## src/rtl/tia_pkg.sv

```systemverilog
// Shared TIA constants: horizontal LFSR configuration, its decode states and the object-counter end state.
package tia_pkg;

    localparam int unsigned TIA_HLFSR_WIDTH = 6;
    localparam logic [TIA_HLFSR_WIDTH-1:0] TIA_HLFSR_TAPS = 6'b110000;

    // Decode points expressed as advance counts from state zero.
    localparam int unsigned TIA_HCNT_SHS  = 4;
    localparam int unsigned TIA_HCNT_RHS  = 8;
    localparam int unsigned TIA_HCNT_RCB  = 12;
    localparam int unsigned TIA_HCNT_RHB  = 16;
    localparam int unsigned TIA_HCNT_LRHB = 18;
    localparam int unsigned TIA_HCNT_CNT  = 36;
    localparam int unsigned TIA_HCNT_SHB  = 56;
    localparam int unsigned TIA_OBJ_LAST  = 39;

    typedef logic [TIA_HLFSR_WIDTH-1:0] tia_hstate_t;

    // State reached after 'steps' advances from zero; keeps every decode consistent with the taps.
    function automatic tia_hstate_t tia_hlfsr_walk(input int unsigned steps);
        tia_hstate_t s;
        s = '0;
        for (int unsigned i = 0; i < steps; i++) begin
            s = {s[TIA_HLFSR_WIDTH-2:0], ~^(s & TIA_HLFSR_TAPS)};
        end
        return s;
    endfunction

    localparam tia_hstate_t TIA_HLFSR_END  = tia_hlfsr_walk(TIA_HCNT_SHB);
    localparam tia_hstate_t TIA_HDEC_SHS   = tia_hlfsr_walk(TIA_HCNT_SHS);
    localparam tia_hstate_t TIA_HDEC_RHS   = tia_hlfsr_walk(TIA_HCNT_RHS);
    localparam tia_hstate_t TIA_HDEC_RCB   = tia_hlfsr_walk(TIA_HCNT_RCB);
    localparam tia_hstate_t TIA_HDEC_RHB   = tia_hlfsr_walk(TIA_HCNT_RHB);
    localparam tia_hstate_t TIA_HDEC_LRHB  = tia_hlfsr_walk(TIA_HCNT_LRHB);
    localparam tia_hstate_t TIA_HDEC_CNT   = tia_hlfsr_walk(TIA_HCNT_CNT);
    localparam tia_hstate_t TIA_HDEC_SHB   = tia_hlfsr_walk(TIA_HCNT_SHB);
    localparam tia_hstate_t TIA_OBJ_END    = tia_hlfsr_walk(TIA_OBJ_LAST);

endpackage

```

## src/rtl/tia_poly_prescaler.sv

```systemverilog
// Divide-by-CLK_DIV advance strobe with count enable and synchronous clear.
module tia_poly_prescaler
    import tia_pkg::*;
#(
    parameter int unsigned CLK_DIV = 4
) (
    input  logic clk,
    input  logic rsynl,
    input  logic en,
    input  logic clr,
    output logic tick_c
);

    localparam int unsigned CW = (CLK_DIV > 1) ? $clog2(CLK_DIV) : 1;
    localparam logic [CW-1:0] LAST = CW'(CLK_DIV - 1);

    logic [CW-1:0] cnt;

    assign tick_c = en && (cnt == LAST);

    always_ff @(posedge clk or negedge rsynl) begin
        if (!rsynl) begin
            cnt <= '0;
        end else if (clr) begin
            cnt <= '0;
        end else if (en) begin
            cnt <= (cnt == LAST) ? '0 : cnt + CW'(1);
        end
    end

endmodule

```

## src/rtl/tia_poly_counter.sv

```systemverilog
// XNOR-feedback polynomial counter with programmable end state and state decoders.
// Optional binary advance index enabled by defining TIA_POLY_COUNT_INDEX_EN.
module tia_poly_counter
    import tia_pkg::*;
#(
    parameter int unsigned             WIDTH      = 6,
    parameter logic [WIDTH-1:0]        TAPS       = WIDTH'(6'b110000),
    parameter logic [WIDTH-1:0]        END_STATE  = '0,
    parameter int unsigned             NUM_DEC    = 4,
    parameter logic [NUM_DEC*WIDTH-1:0] DEC_STATES = '0,
    parameter int unsigned             CLK_DIV    = 4
) (
    input  logic               clk,
    input  logic               rsynl,
    input  logic               rsyn,
    input  logic               en,
    output logic [WIDTH-1:0]   state,
    output logic               adv,
    output logic               wrap,
    output logic [NUM_DEC-1:0] dec,
    output logic               rsynd
`ifdef TIA_POLY_COUNT_INDEX_EN
    ,
    output logic [WIDTH-1:0]   index
`endif
);

    logic               tick_c;
    logic               pend;
    logic               pend_nxt_c;
    logic [WIDTH-1:0]   state_nxt_c;
    logic [WIDTH-1:0]   shift_c;
    logic               adv_nxt_c;
    logic               wrap_nxt_c;
    logic               rsynd_nxt_c;
    logic [NUM_DEC-1:0] dec_nxt_c;

    function automatic logic [NUM_DEC-1:0] decode(input logic [WIDTH-1:0] s);
        logic [NUM_DEC-1:0] d;
        for (int unsigned i = 0; i < NUM_DEC; i++) begin
            d[i] = (s == DEC_STATES[i*WIDTH +: WIDTH]);
        end
        return d;
    endfunction

    tia_poly_prescaler #(
        .CLK_DIV (CLK_DIV)
    ) u_prescaler (
        .clk    (clk),
        .rsynl  (rsynl),
        .en     (en),
        .clr    (rsyn),
        .tick_c (tick_c)
    );

    assign shift_c = {state[WIDTH-2:0], ~^(state & TAPS)};

    // Restart beats a tick; the all-ones lockup state is treated like the end state.
    always_comb begin
        state_nxt_c = state;
        adv_nxt_c   = 1'b0;
        wrap_nxt_c  = 1'b0;
        rsynd_nxt_c = 1'b0;
        pend_nxt_c  = pend;
        dec_nxt_c   = dec;
        if (rsyn) begin
            state_nxt_c = '0;
            pend_nxt_c  = 1'b1;
            dec_nxt_c   = decode('0);
        end else if (tick_c) begin
            adv_nxt_c   = 1'b1;
            rsynd_nxt_c = pend;
            pend_nxt_c  = 1'b0;
            if ((state == END_STATE) || (state == '1)) begin
                state_nxt_c = '0;
                wrap_nxt_c  = 1'b1;
            end else begin
                state_nxt_c = shift_c;
            end
            dec_nxt_c = decode(state_nxt_c);
        end
    end

    always_ff @(posedge clk or negedge rsynl) begin
        if (!rsynl) begin
            state <= '0;
            adv   <= 1'b0;
            wrap  <= 1'b0;
            rsynd <= 1'b0;
            pend  <= 1'b0;
            dec   <= decode('0);
        end else begin
            state <= state_nxt_c;
            adv   <= adv_nxt_c;
            wrap  <= wrap_nxt_c;
            rsynd <= rsynd_nxt_c;
            pend  <= pend_nxt_c;
            dec   <= dec_nxt_c;
        end
    end

`ifdef TIA_POLY_COUNT_INDEX_EN
    logic [WIDTH-1:0] index_nxt_c;

    // Advances since the last wrap, restart or reset, saturating.
    always_comb begin
        index_nxt_c = index;
        if (rsyn || (adv_nxt_c && wrap_nxt_c)) begin
            index_nxt_c = '0;
        end else if (adv_nxt_c && (index != '1)) begin
            index_nxt_c = index + WIDTH'(1);
        end
    end

    always_ff @(posedge clk or negedge rsynl) begin
        if (!rsynl) begin
            index <= '0;
        end else begin
            index <= index_nxt_c;
        end
    end
`endif

endmodule

```

## config.mk

```make
export PLATFORM = sky130hd
export DESIGN_NAME = tia_poly_counter
export DESIGN_NICKNAME = d
export VERILOG_FILES = /design/src/rtl/tia_pkg.sv /design/src/rtl/tia_poly_prescaler.sv /design/src/rtl/tia_poly_counter.sv
export SDC_FILE = /design/constraint.sdc
export NUM_CORES = 1
export LEC_CHECK = 0
export BUFFER_PORTS_ARGS = -buffer_cell sky130_fd_sc_hd__buf_2
export CAP_MARGIN = 5
export CORE_MARGIN = 2
export CORE_UTILIZATION = 47
export CTS_BUF_LIST = sky130_fd_sc_hd__clkbuf_2
export CTS_CLUSTER_DIAMETER = 150
export DETAILED_ROUTE_END_ITERATION = 7
export PLACE_DENSITY = 0.75
export SLEW_MARGIN = 30
export SYNTH_ARGS = -nofsm -noshare
export SYNTH_HDL_FRONTEND = slang
export SYNTH_SLANG_ARGS = --single-unit
```

## constraint.sdc

```tcl
create_clock -name clk -period 1.3 [get_ports clk]
set_input_delay 0.065 -clock clk [delete_from_list [all_inputs] [get_ports clk]]
set_output_delay 0.065 -clock clk [all_outputs]
set_load 0.01 [all_outputs]
```

# After elaboration in Yosys (flattened, before gate mapping)
# Index checks and enable logic that the tools add are counted.
[totals] mem_bits_rw=0 n_memories=0 word_cells=36 rom_bits=0 latch_bits=0 output_inout_bits=13 input_bits=4 reg_bits=16
[classes] n_reduce_logical=7 bitwise_logic=0 n_lt_le_gt_ge=0 div_mod_pow=0 n_mul=0 n_addsub=1 n_shift=0 eq_ne=2 n_mux=19
[ops] op="$mux 6" count=5
[ops] op="$logic_not 6->1" count=2
[ops] op="$mux 1" count=9
[ops] op="$mux 4" count=2
[ops] op="$eq 6x6->1 const B" count=1
[ops] op="$mux 2" count=3
[ops] op="$reduce_xnor 6->1" count=1
[ops] op="$reduce_bool 2->1" count=2
[ops] op="$add 2x1->2 const B" count=1
[ops] op="$eq 2x2->1 const B" count=1
[ops] op="$logic_and 1x1->1" count=1
[ops] op="$logic_or 1x1->1" count=1

# Depth between registers and ports, before layout
# Gate-level depths: netlist of run 1.
[depth] ltp_word=8 depth_mapped=5 ltp_nobuf=5

# Hierarchy
# From an unflattened synthesis of run 1, not the netlist that was laid out.
[unflattened] hier_cells=58 hier_area_um2=660.6
[by_module_without_submodules] mod="tia_poly_counter" area_each_um2=554.3 seq_area_each_um2=276.5 instances=1 cells_each=49
[by_module_without_submodules] mod="tia_poly_prescaler" area_each_um2=106.4 seq_area_each_um2=50.0 instances=1 cells_each=9

# Worst setup path before layout of run 1
# OpenSTA, ideal clock, no wires.
[synth_path] path_type="flip-flop to flip-flop" startpoint="register state[4]" endpoint="register state[0]" n_path_buf=0 path_slack_ns=-0.068 period_less_slack_ns=1.368 path_stages_with_launch=5 t_arrival_ns=1.265 t_required_ns=1.196 setup_time_ns=0.104 cell_sequence="dfrtp_1 > ha_1 > and4_4 > a22o_4 > o41ai_2"
[synth_between] elab_chain_len=7 word_cells_on_any_way=9 cone_classes="eq/ne (1); mux (5); reduce/logical (3)"
[synth_rtl] element="from (decl)" line_no="tia_poly_counter.sv:17" source="output logic [WIDTH-1:0] state,"
[synth_rtl] element="from (signal assigned)" line_no="tia_poly_counter.sv:93" source="state <= state_nxt_c;"
[synth_rtl] element="$eq 6x6->1 or $logic_not 6->1 (tied branches)" line_no="tia_poly_counter.sv:74" source="if ((state == END_STATE) || (state == '1)) begin"
[synth_rtl] element="$logic_or 1x1->1" line_no="tia_poly_counter.sv:74"
[synth_rtl] element="$mux 6 *" line_no="tia_poly_counter.sv:74"
[synth_rtl] element="$mux 6 *" line_no="tia_poly_counter.sv:70" source="end else if (tick_c) begin"
[synth_rtl] element="$mux 6 *" line_no="tia_poly_counter.sv:66" source="if (rsyn) begin"
[synth_rtl] element="$mux 6 *" line_no="tia_poly_counter.sv:70"
[synth_rtl] element="$mux 6 *" line_no="tia_poly_counter.sv:66"
# Every way passes the cells marked *; elsewhere a longest branch is shown, timed or not. The select of a mux whose other input is x is not followed.
# A chain may end at the register's enable or synchronous reset.

# Worst setup path after layout of run 1
# Ends and elaborated chain as after synthesis.

==> results of run 1 <==
-- metal layers --
layer,up-vias,global-route usage [%]
met2,21,35.55
met5,-,0
met4,0,14.52
met1,273,22.64
met3,4,6.522
li1,255,-
-- how the worst min path moves through the flow --
| stage | startpoint | slack (ps) | endpoint |
|---|---|---|---|
| 2_1_floorplan | rsynl | -230 | adv |
| 3_3_place_gp | rsynl | -40 | rsynd |
| 3_5_place_dp | rsynl | -40 | state[2] |
| 4_1_cts | en | 90 | u_prescaler.cnt[0] |
| 5_1_grt | en | 110 | u_prescaler.cnt[0] |
| 6_report | en | 100 | u_prescaler.cnt[0] |
-- cell usage in the layout (no fill, tap or decap) --
cell type,n
inv_1,3
and2_1,2
nand3b_1,1
o41ai_2,2
o21ai_1,1
buf_2,16
and4_4,1
dfrtp_1,12
nand2_1,5
nand4_1,1
nor3_1,1
a22o_4,1
mux2i_1,1
a21o_1,1
or3_2,1
nor2b_2,1
nor2_1,3
o211ai_1,3
and2_4,1
clkinv_2,1
ha_2,2
clkbuf_2,3
dfstp_2,1
nor4_2,1
buf_4,8
nand2_4,1
xnor2_1,1
nand3_1,1
dlygate4sd3_1,1
a31oi_1,1
ha_1,1
a21oi_1,4
-- critical path, delay by kind of cell, from the launching register on --
family	cells	cell delay [ps]
AO/OA/AOI/OAI	2	440
adder cells (fa/ha/maj)	1	200
AND/OR/NAND/NOR	1	190
flip-flops	1	430
-- registers in the layout, summed over array words and instances, names as in the netlist --
signal and flops:
pend 1, state 6, wrap 1, u_prescaler.cnt 2, adv 1, dec 1
rsynd 1
-- cell families (layout without fill, tap and decap cells) --
logic type / Yosys count / count (layout) / share of synthesized area [%]
buffers and inverters: 7 / 32 / 5.768
multiplexers: 1 / 1 / 1.539
AO/OA/AOI/OAI: 13 / 13 / 17.12
XOR/XNOR: 1 / 1 / 1.346
AND/OR/NAND/NOR: 20 / 20 / 18.27
flip-flops: 13 / 13 / 50.19
adder cells (fa/ha/maj): 3 / 3 / 5.770
-- power groups by stage --
stage          clock (mW)  combinational (mW)  sequential, mW
5_1_grt             0.244              0.0605           0.417
6_report            0.217              0.0529           0.416
3_3_place_gp            0              0.0475           0.423
3_5_place_dp            0              0.0497           0.423
4_1_cts             0.219              0.0527           0.416
2_1_floorplan           0              0.0206           0.423
-- area by class of cell --
type	count	area, sq um	share of cell area [%]
Sequential cell	13	326.6	39.55
Multi-Input combinational cell	38	299.0	36.21
Timing Repair Buffer	25	150.1	18.18
Tap cell	15	18.77	2.273
Clock buffer	3	15.01	1.818
Inverter	3	11.26	1.364
Clock inverter	1	5.005	0.6061
-- repair_timing --
action                                 4_1_cts  5_1_grt
gates resized for setup                      3        1
setup buffers                                0        1
hold buffers                                 1        0
pin swaps                                    1        0
setup endpoints to repair                    4        6
endpoints found under the hold margin       13        0
==> key figures, run 1 <==
Placement
  • Post-placement cell count: 92
  • DP Worst Slack: -16.15 ps
  • DP Area: ~780 sq um
  • IO buf count: 16
  • Detail Placement HPWL: 977.1 microns
  • GPL Wtd Cong: roughly 0.75

Floorplan
  • I/O pin count: 17
  • Die Wd: 41.21 microns
  • # rows: 13
  • Initial Util: between 50% and 60%
  • CORE AREA: 0.001301 sq mm
  • Die area: 0.001698 sq mm
  • Die Ht: between 40 and 50 microns

Yosys
  • Mapped Area: around 650 sq um
  • Post-synth EDFFs: 0
  • Mean Syn Cell Area: 11.22 sq um
  • Most used DFF post-synth: dfrtp_1
  • Yosys cell types: 28
  • Leading area contributor after synthesis: dfrtp_1
  • Seq/Total Area, Yosys: between 50% and 60%
  • Top-count cell post-synth: dfrtp_1
  • Share of the synthesized area in the top cell type: 46.15%
  • Post-synthesis register bit count: 13
  • Synth warnings: 0
  • Synth Net Count: between 60 and 70
  • Post-synth top cells: dfrtp_1 (12), nand2_1 (5), a21oi_1 (4)
  • Synth top area cells: dfrtp_1 (46%), ha_1 (5.8%), o41ai_2 (5.0%), dfstp_2 (4.0%), buf_4 (3.5%)
  • Asr flop ratio synth: 100.0%
  • Synthesized instance count: 58

Routing
  • # DRC: 0
  • Pre-antenna DRT Iters: 4
  • Final ANT Viol Nets: 0
  • Vias per cell: 5.643
  • Drt initial violations: 8
  • Met3 Wirelength: 81 microns
  • Routed wl met2: 711 microns
  • Max Used Layer: met4
  • Via count: roughly 550
  • WL final: about 1400 microns
  • Avg WL per Cell: around 14 microns
  • Wire length on met1: a little under 600 microns

Critical path
  • Critical R2R Capture: state[0]
  • CP Launch Type: flip-flop
  • Crit-path max cell delay: 430 ps
  • Crit path launch: state[4]
  • R2R setup slack: -60 ps
  • CP max FO: 4
  • Worst setup path endpoint: state[0]
  • Cell Chain, Critical Path: ha_2 > and4_4 > a22o_4 > o41ai_2
  • Critical path arrival: 1550 ps
  • Worst Setup End Kind: flip-flop
  • Worst Path Required: 1500 ps
  • Worst-case reg-to-reg path depth: 4
  • Crit-path slowest cell: dfrtp_1
  • Critical path type: flip-flop to flip-flop
  • Reg2reg start: state[4]

Clocking
  • Clock root buffer: clkbuf_2
  • H-tree depth: 1
  • TritonCTS clock tree: built
  • Clock sink total: 13
  • Clock slew at reported path FFs: 140 ps
  • Clock latency on the worst-skew pair: 290 ps
  • Clk buf depth: 2
  • Num CTS Buffers: 3

Finish
  • Fillers: roughly 120
  • P&R area growth vs syn: 26.92%
  • Share of cells above drive strength 1: 48.19%
  • Final std cells w/o fill: 98
  • Final Cell Area: roughly 830 sq um
  • # nets final: 91
  • Antenna diodes: 0
  • Layout Utilization: 63.46%

Power and ir drop
  • Clock power frac: 31.7%
  • Overall power: 686.1 uW
  • Sw frac: a little over a quarter
  • Sequential power share: 60.6%
  • Leak: around 0.41 nW
  • Internal Pwr Total: about 500 uW
  • Power per cell area: 830.8 mW/mm^2
  • Psw: 181.8 uW
  • Gate power share: 7.7%
  • Peak VDD IR: between 600 and 700 uV

Worst hold path
  • Min-Delay Path Class: input pin to flip-flop
  • Hold Path Cell Cnt: 3

STA
  • Setup TNS: -135.5 ps
  • Peak Freq: 0.7362 GHz
  • Slew Viols, Final: 0
  • Slew HR: 80.67%
  • Setup-failing EPs final: 5
  • Period minus WS final: 1358 ps
  • Hold Vio Cnt, Final: 0
  • Max Clock Skew: 10.31 ps
  • Setup ws final: -58.28 ps
  • Hold WS: 103.8 ps
  • Final worst-path cycle share: 104.5%
  • Worst slew pin tran: 287.5 ps
  • RSZ-0062 raised after global routing: true

GRT
  • Remaining global-route overflow: 0
  • Antenna violations before repair: 0
  • Global-route wire length before repair: 2166 microns
  • Pin count of the biggest net entering global routing: 14
  • Vias in the first global route: 499
  • Overall routing resource usage: 21.27%

Outcome
  • Failing checks: negative setup slack
  • Outcome: complete, but fails checks

Job
  • Max-cap violation count: 0
Power figures use the tool's default switching activity.
==> run 2, diff against run 1 <==
CORE_ASPECT_RATIO = 0.9   (was unset)
CORE_UTILIZATION = 40   (was 47)
PLACE_DENSITY = 0.66   (was 0.75)
SKIP_LAST_GASP = 1   (was unset)
==> key figures, run 2 (synthesis results as in run 1) <==
Outcome
  • Outcome: complete, but fails checks
  • Failing checks: negative setup slack

Critical path
  • Critical path arrival: 1530 ps (-20 ps)
  • Worst Path Required: 1480 ps (-20 ps)
  • Crit-path slowest cell: dfrtp_1
  • Crit-path max cell delay: 420 ps (about the same)
  • CP Launch Type: flip-flop
  • CP top delay family: compound AO/OA/AOI/OAI gates
  • Worst Setup End Kind: flip-flop
  • CP max FO: 3 (-1)
  • Cell Chain, Critical Path: ha_2 > and4_4 > a22o_4 > o41ai_2
  • Critical path type: flip-flop to flip-flop
  • Crit path buffers/inverters: 0 (unchanged)

Floorplan
  • # rows: 13 (unchanged)
  • Initial Util: 43.96% (-6.0 points)
  • Die Ht: 42.26 microns (+2.6%)
  • Die area: 0.001966 sq mm (+16%)
  • CORE AREA: 0.001480 sq mm (+14%)
  • Die Wd: 46.51 microns (+13%)
  • I/O pin count: 17 (unchanged)

STA
  • Setup-failing EPs final: 2 (-3)
  • RSZ-0062 raised after global routing: true
  • Slew Viols, Final: 0 (unchanged)
  • Peak Freq: 0.7389 GHz (+0.37%)
  • Hold WS: 128.4 ps (+24.58 ps)
  • Hold Vio Cnt, Final: 0 (unchanged)
  • Slew HR: 78.72% (-2.0 points)
  • Max Clock Skew: 5.321 ps (-4.990 ps)
  • Period minus WS final: 1353 ps (-4.973 ps)
  • Setup ws final: -53.30 ps (+4.973 ps)
  • Final worst-path cycle share: 104.1% (-0.38 points)
  • Setup TNS: -96.70 ps (+38.80 ps)
  • Worst slew pin tran: 316.6 ps (+29.08 ps)

Placement
  • IO buf count: 16 (unchanged)
  • GPL Wtd Cong: 0.7668 (+2.4%)
  • Post-placement cell count: 100 (+8.7%)
  • DP Area: 794.5 sq um (+2.1%)
  • Detail Placement HPWL: 999.7 microns (+2.3%)

Clocking
  • H-tree depth: 1 (unchanged)
  • Clk buf depth: 2 (unchanged)
  • Clock sink total: 13 (unchanged)
  • TritonCTS clock tree: built
  • Num CTS Buffers: 3 (unchanged)
  • Clock root buffer: clkbuf_2
  • Clock latency on the worst-skew pair: 270 ps (-20 ps)
  • Clock slew at reported path FFs: 140 ps (about the same)

Finish
  • # nets final: 92 (+1.1%)
  • Final std cells w/o fill: 106 (+8.2%)
  • Share of cells above drive strength 1: 46.43% (-1.8 points)
  • P&R area growth vs syn: 30.96%
  • Reg with most FFs: state
  • Antenna diodes: 0 (unchanged)
  • Number of flip-flops under the largest register name: 6 (unchanged)
  • Commonest cells after routing, fill and taps aside: buf_2 (16), dfrtp_1 (12), buf_4 (9), nand2_1 (5), a21oi_1 (4)
  • Top flop regs: state: 6 flops, u_prescaler.cnt: 2 flops
  • Final Cell Area: 852.1 sq um (+3.2%)
  • Commonest non-fill, non-tap cell in the layout: buf_2
  • Fillers: 128 (+10%)

Routing
  • Via count: 520 (-6.0%)
  • Avg WL per Cell: 12.66 microns (-12%)
  • Vias per cell: 4.906 (-13%)
  • Drt initial violations: 2 (-6)
  • # DRC: 0 (unchanged)
  • Final ANT Viol Nets: 0 (unchanged)
  • Pre-antenna DRT Iters: 3 (-1)
  • WL final: 1342 microns (-5.2%)

GRT
  • Global-route wire length before repair: 2173 microns (+0.32%)
  • Antenna violations before repair: 0 (unchanged)
  • Overall routing resource usage: 15.30% (-6.0 points)
  • Vias in the first global route: 484 (-3.0%)
  • Pin count of the biggest net entering global routing: 14 (unchanged)
  • Remaining global-route overflow: 0 (unchanged)

Power and ir drop
  • Leak: 0.4352 nW (+6.1%)
  • Peak VDD IR: 498.4 uV (-27%)
  • Power per cell area: 791.9 mW/mm^2 (-4.7%)

Job
  • Max-cap violation count: 0 (unchanged)

Worst hold path
  • Min-Delay Path Class: input pin to flip-flop
[run 2: repair_timing]
action,4_1_cts,5_1_grt
hold buffers,1,0
hold endpoints to repair,13,0
resized for setup,0,4
endpoints found under the setup margin,2,5
buffers inserted,0,1
[run 2: cell type report]
cell class | instances | area [sq um] | share of cell area (%)
Clock inverter | 1 | 5.005 | 0.5874
Sequential cell | 13 | 326.6 | 38.33
Inverter | 3 | 11.26 | 1.322
Timing Repair Buffer | 26 | 157.7 | 18.50
Clock buffer | 3 | 15.01 | 1.762
Multi-Input combinational cell | 38 | 309.0 | 36.27
Tap cell | 22 | 27.53 | 3.231
[run 2: where the power goes]
group          leakage, nW  total [mW]  internal [mW]  switching, mW
clock network       0.0164       0.208         0.0697          0.138
logic                0.247      0.0513         0.0218         0.0295
registers            0.172       0.416          0.412        0.00416
total                0.435       0.675          0.503          0.172
[run 2: metal layers]
metal	part of all wire (%)	global-route usage, %	vias up
met3	3.4	3.879	0
met5	0	0	-
met2	50	23.89	11
li1	-	-	258
met1	47	20.91	251
met4	0	3.429	0
[run 2: worst paths after layout]
| kind | slack, ps | to | depth (start not counted) | startpoint |
|---|---|---|---|---|
| max in group asynchronous | 830 | dec[2] | 2 | rsynl |
| hold reg to reg | 500 | pend | 1 | pend |
| setup / recovery | -50 | state[0] | 4 | state[4] |
| setup reg to reg | -50 | state[0] | 4 | state[4] |
| min in group asynchronous | 190 | u_prescaler.cnt[0] | 2 | rsynl |
| hold / removal | 130 | u_prescaler.cnt[0] | 3 | en |
[run 2: tightest hold or removal path, delay by kind of cell]
kind	cells	cell delay (ps)
buf+inv	1	140
xor+xnor	1	130
simple gates	1	40
[run 2: through the flow]
step / util [%] / setup slack [ps] / power [mW]
floorplan: - / -21.15 / 0.4439
global placement: 53.68 / -17.39 / 0.4693
detailed placement: 53.68 / -41.92 / 0.4713
CTS: 55.71 / -59.94 / 0.6803
global route: 57.57 / -105.7 / 0.7101
finish: 57.57 / -53.30 / 0.6747
==> run 3, diff against run 2 <==
CELL_PAD_IN_SITES_DETAIL_PLACEMENT = 0   (was unset)
CELL_PAD_IN_SITES_GLOBAL_PLACEMENT = 2   (was unset)
CORE_UTILIZATION = 33   (was 40)
PLACE_DENSITY = unset   (was 0.66)
PLACE_DENSITY_LB_ADDON = 0.1   (was unset)
clock period = 1.55 ns   (was 1.3 ns; I/O delays follow)
==> key figures, run 3 (synthesis results as in run 1) <==
Outcome
  • Outcome: complete, no violations

Floorplan
  • Die Wd: 50.81 microns (+9.2%)
  • CORE AREA: 0.001896 sq mm (+28%)
  • I/O pin count: 17 (unchanged)
  • # rows: 15 (+2)
  • Initial Util: 34.32% (-9.6 points)
  • Die Ht: 46.13 microns (+9.1%)
  • Die area: 0.002343 sq mm (+19%)

GRT
  • Antenna violations before repair: 0 (unchanged)
  • Vias in the first global route: 449 (-7.2%)
  • Pin count of the biggest net entering global routing: 14 (unchanged)
  • Remaining global-route overflow: 0 (unchanged)
  • Global-route wire length before repair: 2249 microns (+3.5%)
  • Overall routing resource usage: 13.80% (-1.5 points)

STA
  • Setup TNS: 0 ps (+96.70 ps)
  • Final worst-path cycle share: 91.05% (-13 points)
  • Setup-failing EPs final: 0 (-2)
  • Slew HR: 79.66% (+0.94 points)
  • RSZ-0062 raised after global routing: false
  • Hold Vio Cnt, Final: 0 (unchanged)
  • Slew Viols, Final: 0 (unchanged)
  • Max Clock Skew: 9.180 ps (+3.859 ps)
  • Worst slew pin tran: 305.1 ps (-11.53 ps)
  • Peak Freq: 0.7086 GHz (-4.1%)
  • Period minus WS final: 1411 ps (+57.90 ps)
  • Hold WS: 107.9 ps (-20.45 ps)

Clocking
  • Num CTS Buffers: 3 (unchanged)
  • Hold-fix buffers at CTS: 1 (unchanged)
  • Post-cts sizing count: 0 (unchanged)
  • Clock root buffer: clkbuf_2
  • Clock slew at reported path FFs: 140 ps (about the same)
  • Clk buf depth: 2 (unchanged)
  • Setup Buffers After CTS: 0 (unchanged)
  • TritonCTS clock tree: built
  • H-tree depth: 1 (unchanged)
  • Clock sink total: 13 (unchanged)
  • Clock latency on the worst-skew pair: 280 ps (about the same)

Worst hold path
  • Min-delay src: en
  • Min-Delay Path Class: input pin to flip-flop
  • Hold Path Cell Cnt: 3 (unchanged)
  • WHS Endpoint: u_prescaler.cnt[0]

Critical path
  • Critical path arrival: 1590 ps (+60 ps)
  • R2R setup slack: 140 ps (+190 ps)
  • Crit-path slowest cell: dfrtp_1
  • CP Launch Type: flip-flop
  • Critical R2R Capture: state[0]
  • Critical path type: flip-flop to flip-flop
  • CP max FO: 5 (+2)
  • Worst-case reg-to-reg path depth: 4 (unchanged)
  • Crit-path max cell delay: 440 ps (+20 ps)
  • Worst Path Required: 1730 ps (+250 ps)
  • Reg2reg start: state[4]
  • Cell Chain, Critical Path: ha_1 > and4_4 > a22o_4 > o41ai_2
  • Worst Setup End Kind: flip-flop

Finish
  • Final std cells w/o fill: 100 (-5.7%)
  • Number of flip-flops under the largest register name: 6 (unchanged)
  • Top flop regs: state: 6 flops, u_prescaler.cnt: 2 flops
  • Antenna diodes: 0 (unchanged)
  • # nets final: 83 (-9.8%)
  • P&R area growth vs syn: 17.69%
  • Layout Utilization: 40.40% (-17 points)
  • Share of cells above drive strength 1: 38.67% (-7.8 points)
  • Commonest non-fill, non-tap cell in the layout: buf_2
  • Reg with most FFs: state
  • Commonest cells after routing, fill and taps aside: buf_2 (16), dfrtp_1 (12), nand2_1 (5), a21oi_1 (4), clkbuf_2 (4)

Power and ir drop
  • Peak VDD IR: 399.7 uV (-20%)
  • Power per cell area: 742.6 mW/mm^2 (-6.2%)
  • Leak: 0.3654 nW (-16%)

Placement
  • GPL Wtd Cong: 0.6649 (-13%)
  • IO buf count: 16 (unchanged)
  • Detail Placement HPWL: 914.4 microns (-8.5%)
  • Post-placement cell count: 95 (-5.0%)

Routing
  • Pre-antenna DRT Iters: 4 (+1)
  • # DRC: 0 (unchanged)
  • WL final: 1294 microns (-3.6%)
  • Vias per cell: 4.890 (-0.32%)
  • Drt initial violations: 4 (+2)
  • Via count: 489 (-6.0%)
  • Avg WL per Cell: 12.94 microns (+2.2%)
  • Final ANT Viol Nets: 0 (unchanged)

Job
  • Max-cap violation count: 0 (unchanged)
[run 3: per-stage QoR]
stage | setup WS [ps] | power [mW] | cell area [sq um]
5_1_grt | 31.02 | 0.6021 | 765.7
4_1_cts | 132.3 | 0.5767 | 765.7
3_5_place_dp | 175.4 | 0.3907 | 735.7
2_1_floorplan | 181.6 | 0.3723 | 650.6
6_report | 138.8 | 0.5686 | 765.7
3_3_place_gp | 194.8 | 0.3907 | 735.7
[run 3: area by class of cell]
class	instances	area [sq um]
clock buffers	4	20.02
fillers	200	1130
inverters	3	11.26
multi-input cells	38	286.5
flip-flops and latches	13	326.6
well taps	25	31.28
repair buffers	17	90.09
[run 3: critical path, delay by kind of cell, from the launching register on]
| kind | cells | cell delay, ps |
|---|---|---|
| AOI/OAI and AO/OA | 2 | 450 |
| DFF | 1 | 440 |
| adders and majority gates | 1 | 230 |
| and+or+nand+nor | 1 | 200 |
[run 3: per-layer routing]
| metal | wire length, microns | GRT usage (%) | vias to the layer above |
|---|---|---|---|
| met3 | 62 | 3.896 | 2 |
| li1 | - | - | 240 |
| met2 | 597 | 19.47 | 13 |
| met1 | 616 | 18.94 | 234 |
| met4 | 17 | 8.108 | 0 |
| met5 | 0 | 0 | - |
[run 3: where the power goes]
group	switching (mW)	leakage [nW]	internal, mW
combinational	0.0224	0.177	0.0135
sequential	0.00335	0.172	0.345
clock	0.116	0.0166	0.0684
total	0.141	0.365	0.427
[run 3: worst max path at each step]
stage	depth (start not counted)	to	start	slack, ps
2_1_floorplan	4	state[0]	state[4]	180
3_3_place_gp	4	state[5]	state[4]	190
3_5_place_dp	4	state[5]	state[4]	180
4_1_cts	4	state[5]	state[4]	130
5_1_grt	4	state[0]	state[4]	30
6_report	4	state[0]	state[4]	140
